==> src/rtl/mc_cpu_core.sv <==
// mc_cpu_core: multi-cycle MIPS-subset core (IF/ID/EXE/MEM/WB) with one req/ready memory port.
// Define MC_CPU_PERF_CNT_EN to add the cycle_cnt / instret_cnt performance counters.
module mc_cpu_core #(
  parameter int unsigned       ADDR_W   = 32,
  parameter logic [ADDR_W-1:0] RESET_PC = '0
) (
  input  logic              CLK,
  input  logic              RST,
  output logic              mem_req,
  output logic              mem_we,
  output logic [ADDR_W-1:0] mem_addr,
  output logic [31:0]       mem_wdata,
  input  logic [31:0]       mem_rdata,
  input  logic              mem_ready,
  output logic [ADDR_W-1:0] curPC,
  output logic [2:0]        status,
  output logic              retire,
  output logic              halted
`ifdef MC_CPU_PERF_CNT_EN
  ,
  output logic [31:0]       cycle_cnt,
  output logic [31:0]       instret_cnt
`endif
);

  typedef enum logic [2:0] {
    S_IF   = 3'b000,
    S_ID   = 3'b001,
    S_EXE  = 3'b010,
    S_MEM  = 3'b011,
    S_WB   = 3'b100,
    S_HALT = 3'b111
  } state_t;

  localparam logic [5:0] OP_RTYPE = 6'b000000;
  localparam logic [5:0] OP_J     = 6'b000010;
  localparam logic [5:0] OP_BEQ   = 6'b000100;
  localparam logic [5:0] OP_BNE   = 6'b000101;
  localparam logic [5:0] OP_ADDI  = 6'b001000;
  localparam logic [5:0] OP_ORI   = 6'b001101;
  localparam logic [5:0] OP_LW    = 6'b100011;
  localparam logic [5:0] OP_SW    = 6'b101011;
  localparam logic [5:0] OP_HALT  = 6'b111111;

  localparam logic [5:0] FN_SLL = 6'b000000;
  localparam logic [5:0] FN_ADD = 6'b100000;
  localparam logic [5:0] FN_SUB = 6'b100010;
  localparam logic [5:0] FN_AND = 6'b100100;
  localparam logic [5:0] FN_OR  = 6'b100101;
  localparam logic [5:0] FN_SLT = 6'b101010;

  state_t            state, state_next;
  logic [ADDR_W-1:0] pc, pc_next, pc4, br_pc, j_pc;
  logic [31:0]       ir, a, b, alu_out, mdr, alu_res, wb_data;
  logic [31:0]       regs [32];
  logic              retire_q, retire_next;
  logic              ld_ir, ld_ab, ld_alu, ld_mdr, pc_we, rf_we;
  logic              funct_ok, op_known;
  logic signed [31:0] br_off;
  logic [4:0]        wb_dest;

  logic [5:0]  op, funct;
  logic [4:0]  rs, rt, rd, shamt;
  logic [15:0] imm;
  logic [25:0] target;

  assign op     = ir[31:26];
  assign rs     = ir[25:21];
  assign rt     = ir[20:16];
  assign rd     = ir[15:11];
  assign shamt  = ir[10:6];
  assign funct  = ir[5:0];
  assign imm    = ir[15:0];
  assign target = ir[25:0];

  assign pc4    = pc + ADDR_W'(4);
  assign br_off = {{14{imm[15]}}, imm, 2'b00};
  assign br_pc  = pc4 + ADDR_W'(br_off);
  assign j_pc   = (pc4 & ~ADDR_W'(32'h0FFF_FFFF)) | ADDR_W'({target, 2'b00});

  assign funct_ok = (funct == FN_ADD) || (funct == FN_SUB) || (funct == FN_AND) ||
                    (funct == FN_OR)  || (funct == FN_SLT) || (funct == FN_SLL);
  assign op_known = ((op == OP_RTYPE) && funct_ok) || (op == OP_ADDI) || (op == OP_ORI) ||
                    (op == OP_LW) || (op == OP_SW) || (op == OP_BEQ) || (op == OP_BNE);

  assign wb_dest = (op == OP_RTYPE) ? rd : rt;
  assign wb_data = (op == OP_LW) ? mdr : alu_out;

  always_comb begin
    alu_res = '0;
    case (op)
      OP_RTYPE: begin
        case (funct)
          FN_ADD:  alu_res = a + b;
          FN_SUB:  alu_res = a - b;
          FN_AND:  alu_res = a & b;
          FN_OR:   alu_res = a | b;
          FN_SLT:  alu_res = {31'b0, ($signed(a) < $signed(b))};
          FN_SLL:  alu_res = b << shamt;
          default: alu_res = '0;
        endcase
      end
      OP_ADDI, OP_LW, OP_SW: alu_res = a + {{16{imm[15]}}, imm};
      OP_ORI:                alu_res = a | {16'b0, imm};
      OP_BEQ, OP_BNE:        alu_res = a - b;
      default:               alu_res = '0;
    endcase
  end

  always_ff @(posedge CLK or negedge RST) begin
    if (!RST) state <= S_IF;
    else      state <= state_next;
  end

  always_comb begin
    state_next  = state;
    ld_ir       = 1'b0;
    ld_ab       = 1'b0;
    ld_alu      = 1'b0;
    ld_mdr      = 1'b0;
    pc_we       = 1'b0;
    pc_next     = pc4;
    rf_we       = 1'b0;
    retire_next = 1'b0;
    case (state)
      S_IF: begin
        if (mem_ready) begin
          ld_ir      = 1'b1;
          state_next = S_ID;
        end
      end
      S_ID: begin
        ld_ab = 1'b1;
        if (op == OP_J) begin
          pc_we       = 1'b1;
          pc_next     = j_pc;
          retire_next = 1'b1;
          state_next  = S_IF;
        end else if (op == OP_HALT) begin
          state_next = S_HALT;
        end else if (!op_known) begin
          pc_we       = 1'b1;
          retire_next = 1'b1;
          state_next  = S_IF;
        end else begin
          state_next = S_EXE;
        end
      end
      S_EXE: begin
        ld_alu = 1'b1;
        if (op == OP_BEQ || op == OP_BNE) begin
          pc_we       = 1'b1;
          pc_next     = (((a == b) ? 1'b1 : 1'b0) == (op == OP_BEQ)) ? br_pc : pc4;
          retire_next = 1'b1;
          state_next  = S_IF;
        end else if (op == OP_LW || op == OP_SW) begin
          // A misaligned effective address stops the core before any request goes out.
          state_next = (alu_res[1:0] != 2'b00) ? S_HALT : S_MEM;
        end else begin
          state_next = S_WB;
        end
      end
      S_MEM: begin
        if (mem_ready) begin
          if (op == OP_SW) begin
            pc_we       = 1'b1;
            retire_next = 1'b1;
            state_next  = S_IF;
          end else begin
            ld_mdr     = 1'b1;
            state_next = S_WB;
          end
        end
      end
      S_WB: begin
        rf_we       = 1'b1;
        pc_we       = 1'b1;
        retire_next = 1'b1;
        state_next  = S_IF;
      end
      S_HALT:  state_next = S_HALT;
      default: state_next = S_IF;
    endcase
  end

  always_ff @(posedge CLK or negedge RST) begin
    if (!RST) begin
      pc       <= RESET_PC;
      ir       <= '0;
      a        <= '0;
      b        <= '0;
      alu_out  <= '0;
      mdr      <= '0;
      retire_q <= 1'b0;
    end else begin
      if (ld_ir)  ir <= mem_rdata;
      if (ld_ab) begin
        a <= regs[rs];
        b <= regs[rt];
      end
      if (ld_alu) alu_out <= alu_res;
      if (ld_mdr) mdr <= mem_rdata;
      if (pc_we)  pc <= pc_next;
      retire_q <= retire_next;
    end
  end

  // Register 0 is never written, so it always reads back as zero.
  always_ff @(posedge CLK or negedge RST) begin
    if (!RST) begin
      for (int i = 0; i < 32; i++) regs[i] <= '0;
    end else if (rf_we && (wb_dest != 5'd0)) begin
      regs[wb_dest] <= wb_data;
    end
  end

  // Request outputs decode from registered state only; RST gating drops the request at once on reset.
  assign mem_req   = RST && ((state == S_IF) || (state == S_MEM));
  assign mem_we    = (state == S_MEM) && (op == OP_SW);
  assign mem_addr  = (state == S_MEM) ? ADDR_W'(alu_out) : pc;
  assign mem_wdata = b;
  assign curPC     = pc;
  assign status    = state;
  assign retire    = retire_q;
  assign halted    = (state == S_HALT);

`ifdef MC_CPU_PERF_CNT_EN
  always_ff @(posedge CLK or negedge RST) begin
    if (!RST) begin
      cycle_cnt   <= '0;
      instret_cnt <= '0;
    end else begin
      if (state != S_HALT) cycle_cnt <= cycle_cnt + 32'd1;
      if (retire_q)        instret_cnt <= instret_cnt + 32'd1;
    end
  end
`endif

endmodule

==> config.mk <==
export PLATFORM = sky130hd
export DESIGN_NAME = mc_cpu_core
export DESIGN_NICKNAME = d
export VERILOG_FILES = /design/src/rtl/mc_cpu_core.sv
export SDC_FILE = /design/constraint.sdc
export NUM_CORES = 2
export LEC_CHECK = 0
export BUFFER_PORTS_ARGS = -buffer_cell sky130_fd_sc_hd__buf_2
export CAP_MARGIN = 0
export CORE_MARGIN = 2
export CORE_UTILIZATION = 64
export DETAILED_ROUTE_END_ITERATION = 16
export PLACE_DENSITY = 0.81
export SYNTH_ARGS = -nofsm -noshare
export SYNTH_HDL_FRONTEND = slang
export SYNTH_SLANG_ARGS = --single-unit
==> constraint.sdc <==
create_clock -name CLK -period 4.4 [get_ports CLK]
set_input_delay 0.66 -clock CLK [delete_from_list [all_inputs] [get_ports CLK]]
set_output_delay 0.66 -clock CLK [all_outputs]
set_load 0.05 [all_outputs]
# Yosys cells after proc, flatten, opt, wreduce, memory -nomap -nowiden
# Index checks and enable logic that the tools add are counted.
# Widths: inputs -> output; s select.
op_classes:
  shifts: 1
  add_sub_neg: 5
  bitwise: 7
  n_lt_le_gt_ge: 5
  reduce_logical: 27
  muxes: 44
  eq_ne: 22
op_table:
  columns: ["op", "count"]
  rows:
  - ["$bwmux 1024", 1]
  - ["$bmux 32 s5", 2]
  - ["$mux 32", 10]
  - ["$pmux 32 s6", 1]
  - ["$demux 32 s5", 1]
  - ["$pmux 32 s4", 1]
  - ["$add 32x32->32", 3]
  - ["$pmux 32 s2", 1]
  - ["$eq 6x6->1 const B", 8]
  - ["$add 32x3->32 const B", 1]
  - ["$and 32x32->32", 1]
  - ["$eq 32x32->1", 1]
  - ["$lt 32x32->1", 1]
  - ["$or 32x16->32", 1]
  - ["$or 32x28->32", 1]
  - ["$or 32x32->32", 1]
  - ["$shl 32x5->32", 1]
  - ["$sub 32x32->32", 1]
  - ["$mux 3", 8]
  - ["$ge 6x6->1 const B", 3]
  - ["$not 5->6", 3]
  - ["$mux 1", 15]
  - ["$pmux 3 s5", 1]
  - ["$logic_or 1x1->1", 14]
  - ["20 further kinds", 30]
totals:
  wordCells: 151
  input_bits: 35
  register_bits: 1220
  out_inout_bits: 103

# Depth between registers and ports, before layout
depth:
  word_depth: 17
  ltp_mapped: 20
  mapped_depth_nobuf: 20

# Worst setup path before layout
# Ideal clock, no wire load.
synth_path:
  path_type: "flip-flop to flip-flop"
  start: "register pc[4], in the netlist curPC[4]"
  end: "register pc[31], in the netlist curPC[31]"
  period_less_slack_ns: 4.254
  path_slack_ns: 0.146
  path_stages_with_launch: 21
  t_arrival_ns: 4.172
  path_buffers: 2
  setup_time_ns: 0.082
  required_ns: 4.318
  cell_sequence: "dfrtp_1 -> nand3_1 -> or2_2 -> clkbuf_1 -> nor2_1 -> and4_1 -> and3_1 -> buf_2 -> nand3_1 -> xnor2_1 -> ha_1 -> and3_1 -> nand2b_1 -> nor2_1 -> o211ai_1 -> nand2_1 -> o21a_1 -> a31oi_1 -> mux2i_1 -> mux2i_1 -> xor2_1"
synth_via:
  elab_chain_len: 5
  elab_cells_between_ends: 7
  cone_classes: "2 x add/sub; 4 x mux; 1 x bitwise"
synth_rtl:
  columns: ["item", "line_no", "rtl"]
  rows:
  - ["from (decl)", "53", "logic [ADDR_W-1:0] pc, pc_next, pc4, br_pc, j_pc;"]
  - ["from (signal assigned)", "203", "if (pc_we) pc <= pc_next;"]
  - ["$add 32x3->32 (*)", "76", "assign pc4 = pc + ADDR_W'(4);"]
  - ["$add 32x32->32", "78", "assign br_pc = pc4 + ADDR_W'(br_off);"]
  - ["$mux 32", "153", "pc_next = (((a == b) ? 1'b1 : 1'b0) == (op == OP_BEQ)) ? br_pc : pc4;"]
  - ["$mux 32", "151", "if (op == OP_BEQ || op == OP_BNE) begin"]
  - ["$pmux 32 s2 (*)", "125", "case (state)"]
# Every way passes the cells marked *; elsewhere a longest branch is shown, timed or not.
# A chain may end at the register's enable or synchronous reset.

# Worst setup path after layout
layout_path:
  start: "register ir[29]"
  end: "register regs[214] in the netlist's numbering"
layout_via:
  elab_chain_len: 8
  elab_cells_between_ends: 13
  cone_classes: "2 x order compare; 1 x eq/ne; 5 x mux; 1 x bitwise; 4 x reduce/logical"
layout_rtl:
  columns: ["item", "line_no", "rtl"]
  rows:
  - ["from (decl)", "54", "logic [31:0] ir, a, b, alu_out, mdr, alu_res, wb_data;"]
  - ["from (signal assigned)", "196", "if (ld_ir) ir <= mem_rdata;"]
  - ["$logic_not 6->1", "86", "assign wb_dest = (op == OP_RTYPE) ? rd : rt;"]
  - ["$mux 5", "86", null]
  - ["$not 5->6 (implied by the code)", "213", "regs[wb_dest] <= wb_data;"]
  - ["$ge 6x6->1 (implied by the code) / $lt 6x1->1 (equally long branches)", "213", null]
  - ["$logic_and 1x1->1 (implied by the code)", "213", null]
  - ["$mux 32 (implied by the code)", "213", null]
  - ["$demux 32 s5", "213", null]
  - ["$bwmux 1024", "213", null]
  - ["to (signal, indexed assignment)", "213", null]
  - ["to (decl)", "55", "logic [31:0] regs [32];"]
# Parallel ways exist; a longest one is shown, timed or not.

==> results.cfg <==
[sta]
fin_setup_tns_ns = 0
min_period_ns = 4.09
slew_headroom = 0.258
setup_viol = 0
fin_crit_sh = 0.930
fin_skew_ns = 0.0252
tightest_slew_ns = 1.10
maxSlewViolCount = 0
fmax_ghz = 0.244
rsz0062_at_grt = no
hold_viol = 0

[layout]
fill_cells = 7374
drive_gt1_frac = 0.234
syn_to_final_growth_pct = 11.3
fin_nets = 6753

[power_and_ir_drop]
comb_power_share = 0.536
power.switching_w = 0.0282
p_int_w = 0.0346
p_clk_frac = 0.181
p_total_w = 0.0628
power.leakage_nw = 33.9
seq_power_share = 0.283
p_per_area_mw_per_mm2 = 796
ir_drop_v = 0.000466
switching_share = 0.449

[worst_hold_path]
hp-class = input pin to register
hold_depth = 3
holdPathEnd = ir[2]
hold_start = mem_rdata[2]

[synthesis]
async_flop_share = 1.00
yosys.area_share.adder = 0.0317
synth_compound_area_frac = 0.139
post-synth-top-count-cell = dfrtp_1
synth_ff_type = dfrtp_1
synthTopCellsByArea = dfrtp_1 (43%), mux4_2 (21%), a21oi_1 (4.8%), o21ai_0 (4.8%), nand2_1 (4.0%)
yosys_register_bits = 1218
synthTopCellsByCount = dfrtp_1 (1,218), nand2_1 (756), a21oi_1 (684)
synthMuxAreaShare = 0.242
synth-simple-area-share = 0.0977
syn_area_per_cell_um2 = 10.8
synth_area_leader_cell = dfrtp_1
synth_warnings = 0
ys_types = 91
syn-cell-area_mm2 = 0.0708
synth_edf_count = 0
synth_top_family_by_area = multiplexers
synth_top_area_share = 0.430
synth_cells = 6556
synth_xor_area_frac = 0.0142
ys_seq_area_frac = 0.430

[worst_setup_path]
startpoint_type = register
r2r_slack_ns = 0.31
r2r_start = ir[29]
critical_path.max_fanout = 27
max_stage_delay_ns = 0.60
r2r_cells = 10
path_common_cell = a21oi_2
critical_path_class = register to register
worstSetupStartpoint = ir[29]
slowest_stage = nor2_4
r2r_end = regs[214]
crit_chain = or4_1 > or3_4 > a21oi_2 > nand3_1 > a21oi_2 > nand2_1 > nor2_4 > buf_12 > nor2_1 > a21oi_1
cp_data_required_time_ns = 5.08
cp-end-kind = register
cp.arrival_ns = 4.77

[place]
hpwl_um = 171000
io_buffers = 135
place_congestion = 1.05

[floorplanning]
core_area_mm2 = 0.110
dieArea_mm2 = 0.113
rows = 122
die_w_um = 337
die_height_um = 337
io_pins = 138
floorplan.initialDensity = 0.643

[clock_tree]
root_buffer = clkbuf_16
clkLatencyLatePin_ns = 0.77
numCtsBuffers = 130
htree_levels = 4
clk_path_buf_depth = 3
cts.sinks = 1218
clk_pin_slew_ns = 0.06
cts_tree = yes

[global_route]
grt_antenna_before_repair = 17
busiest_layer = met2
track_usage = 0.465
grt_pass1_wl_um = 385000
overflow = 0
use_met2 = 0.683
grt_pass1_vias = 59800
grtUsageMet1 = 0.599
met3_usage = 0.159
grt_max_degree = 182

[routing]
drt-initial-drc-count = 8665
dr_total_vias = 59300
drt-total-wl_um = 259000
via_per_inst = 7.29
dr.pass1.iters = 8
routedWlPerCell_um = 31.8
drc = 0
postRouteAntennaNets = 0

[run]
cap_violations = 0

[outcome]
status = finished, final reports clean
placed cells by master (no fill, tap or decap), drive strengths merged, types with 27 or more instances in the layout:
| cell type | instances |
|---|---|
| o22ai | 34 |
| clkbuf | 183 |
| xnor2 | 80 |
| mux4 | 667 |
| a21oi | 687 |
| buf | 472 |
| o21ai | 691 |
| inv | 144 |
| mux2i | 125 |
| nor3 | 47 |
| a31oi | 34 |
| clkinv | 29 |
| a211oi | 27 |
| a21o | 37 |
| xor2 | 35 |
| mux2 | 79 |
| nor2 | 677 |
| dfrtp | 1218 |
| nand3 | 41 |
| nand2 | 760 |
| ha | 173 |
worst max-delay path, delay by kind of cell, from the launching register on:
| kind | cells | cell delay [ns] |
|---|---|---|
| flops | 1 | 0.52 |
| compound gates | 3 | 0.97 |
| buf+inv | 1 | 0.30 |
| simple gates | 6 | 2.16 |
cell type report:
class | instances | area, um^2 | area share
Antenna cell | 5 | 12.5 | 0.000159
Clock buffer | 183 | 3780 | 0.0479
Clock inverter | 51 | 578 | 0.00733
Inverter | 133 | 499 | 0.00633
Multi-Input combinational cell | 4585 | 37600 | 0.477
Sequential cell | 1218 | 30500 | 0.387
Tap cell | 1488 | 1860 | 0.0236
Timing Repair Buffer | 473 | 4010 | 0.0508
state kept, by name, summed over array words and instances (netlist names):
name,count
a,32
curPC,30
regs,1024
mem_wdata,32
ir,32
mdr,32
alu_out,32
status,3
retire,1
per-layer routing:
| metal | vias to the layer above | routed length, um |
|---|---|---|
| met2 | 4666 | 115000 |
| met1 | 29500 | 90200 |
| li1 | 23900 | - |
| met5 | - | 255 |
| met4 | 28 | 18400 |
| met3 | 1189 | 34700 |
cells by family after synthesis:
family                   count (synthesis)
multiplexers                           871
adder cells (fa/ha/maj)                177
XOR/XNOR                               115
other                                    1
buffers and inverters                  754
AO/OA/AOI/OAI                         1741
flip-flops                            1218
AND/OR/NAND/NOR                       1679
stage by stage:
step / instance area (um^2) / util / setup slack (ns) / hold WS, ns / cells
final: 78800 / 0.715 / 0.309 / 0.129 / 8136
after global routing: 78800 / 0.715 / 0.0386 / 0.128 / 8133
after global placement: 74400 / 0.675 / 0.210 / 0.376 / 7894
after floorplan: 70800 / - / 0.146 / 0.364 / 6557
after CTS: 78800 / 0.715 / 0.128 / 0.109 / 8129
after detailed placement: 74400 / 0.675 / 0.167 / 0.384 / 7894
worst max-delay path by stage:
stage                 to  slack, ns  depth (start not counted)
2_1_floorplan  curPC[31]       0.15                         20
5_1_grt        curPC[31]       0.04                         20
3_5_place_dp   curPC[31]       0.17                         20
6_report       regs[214]       0.31                         10
4_1_cts        curPC[31]       0.13                         20
3_3_place_gp   curPC[31]       0.21                         20
power by group through the flow:
| stage | registers [W] | logic, W | clock network [W] |
|---|---|---|---|
| after floorplan | 0.0169 | 0.0220 | 0 |
| after global placement | 0.0173 | 0.0324 | 0 |
| after detailed placement | 0.0176 | 0.0325 | 0 |
| after CTS | 0.0175 | 0.0328 | 0.0114 |
| after global routing | 0.0180 | 0.0354 | 0.0118 |
| final | 0.0177 | 0.0336 | 0.0114 |
what timing repair did:
action / in CTS / in global routing
setup buffers: 0 / 2
endpoints found under the hold margin: 65 / 0
setup endpoints to repair: 0 / 2
gates resized for setup: 0 / 9
hold buffers: 1 / 0
Power figures use the tool's default switching activity.
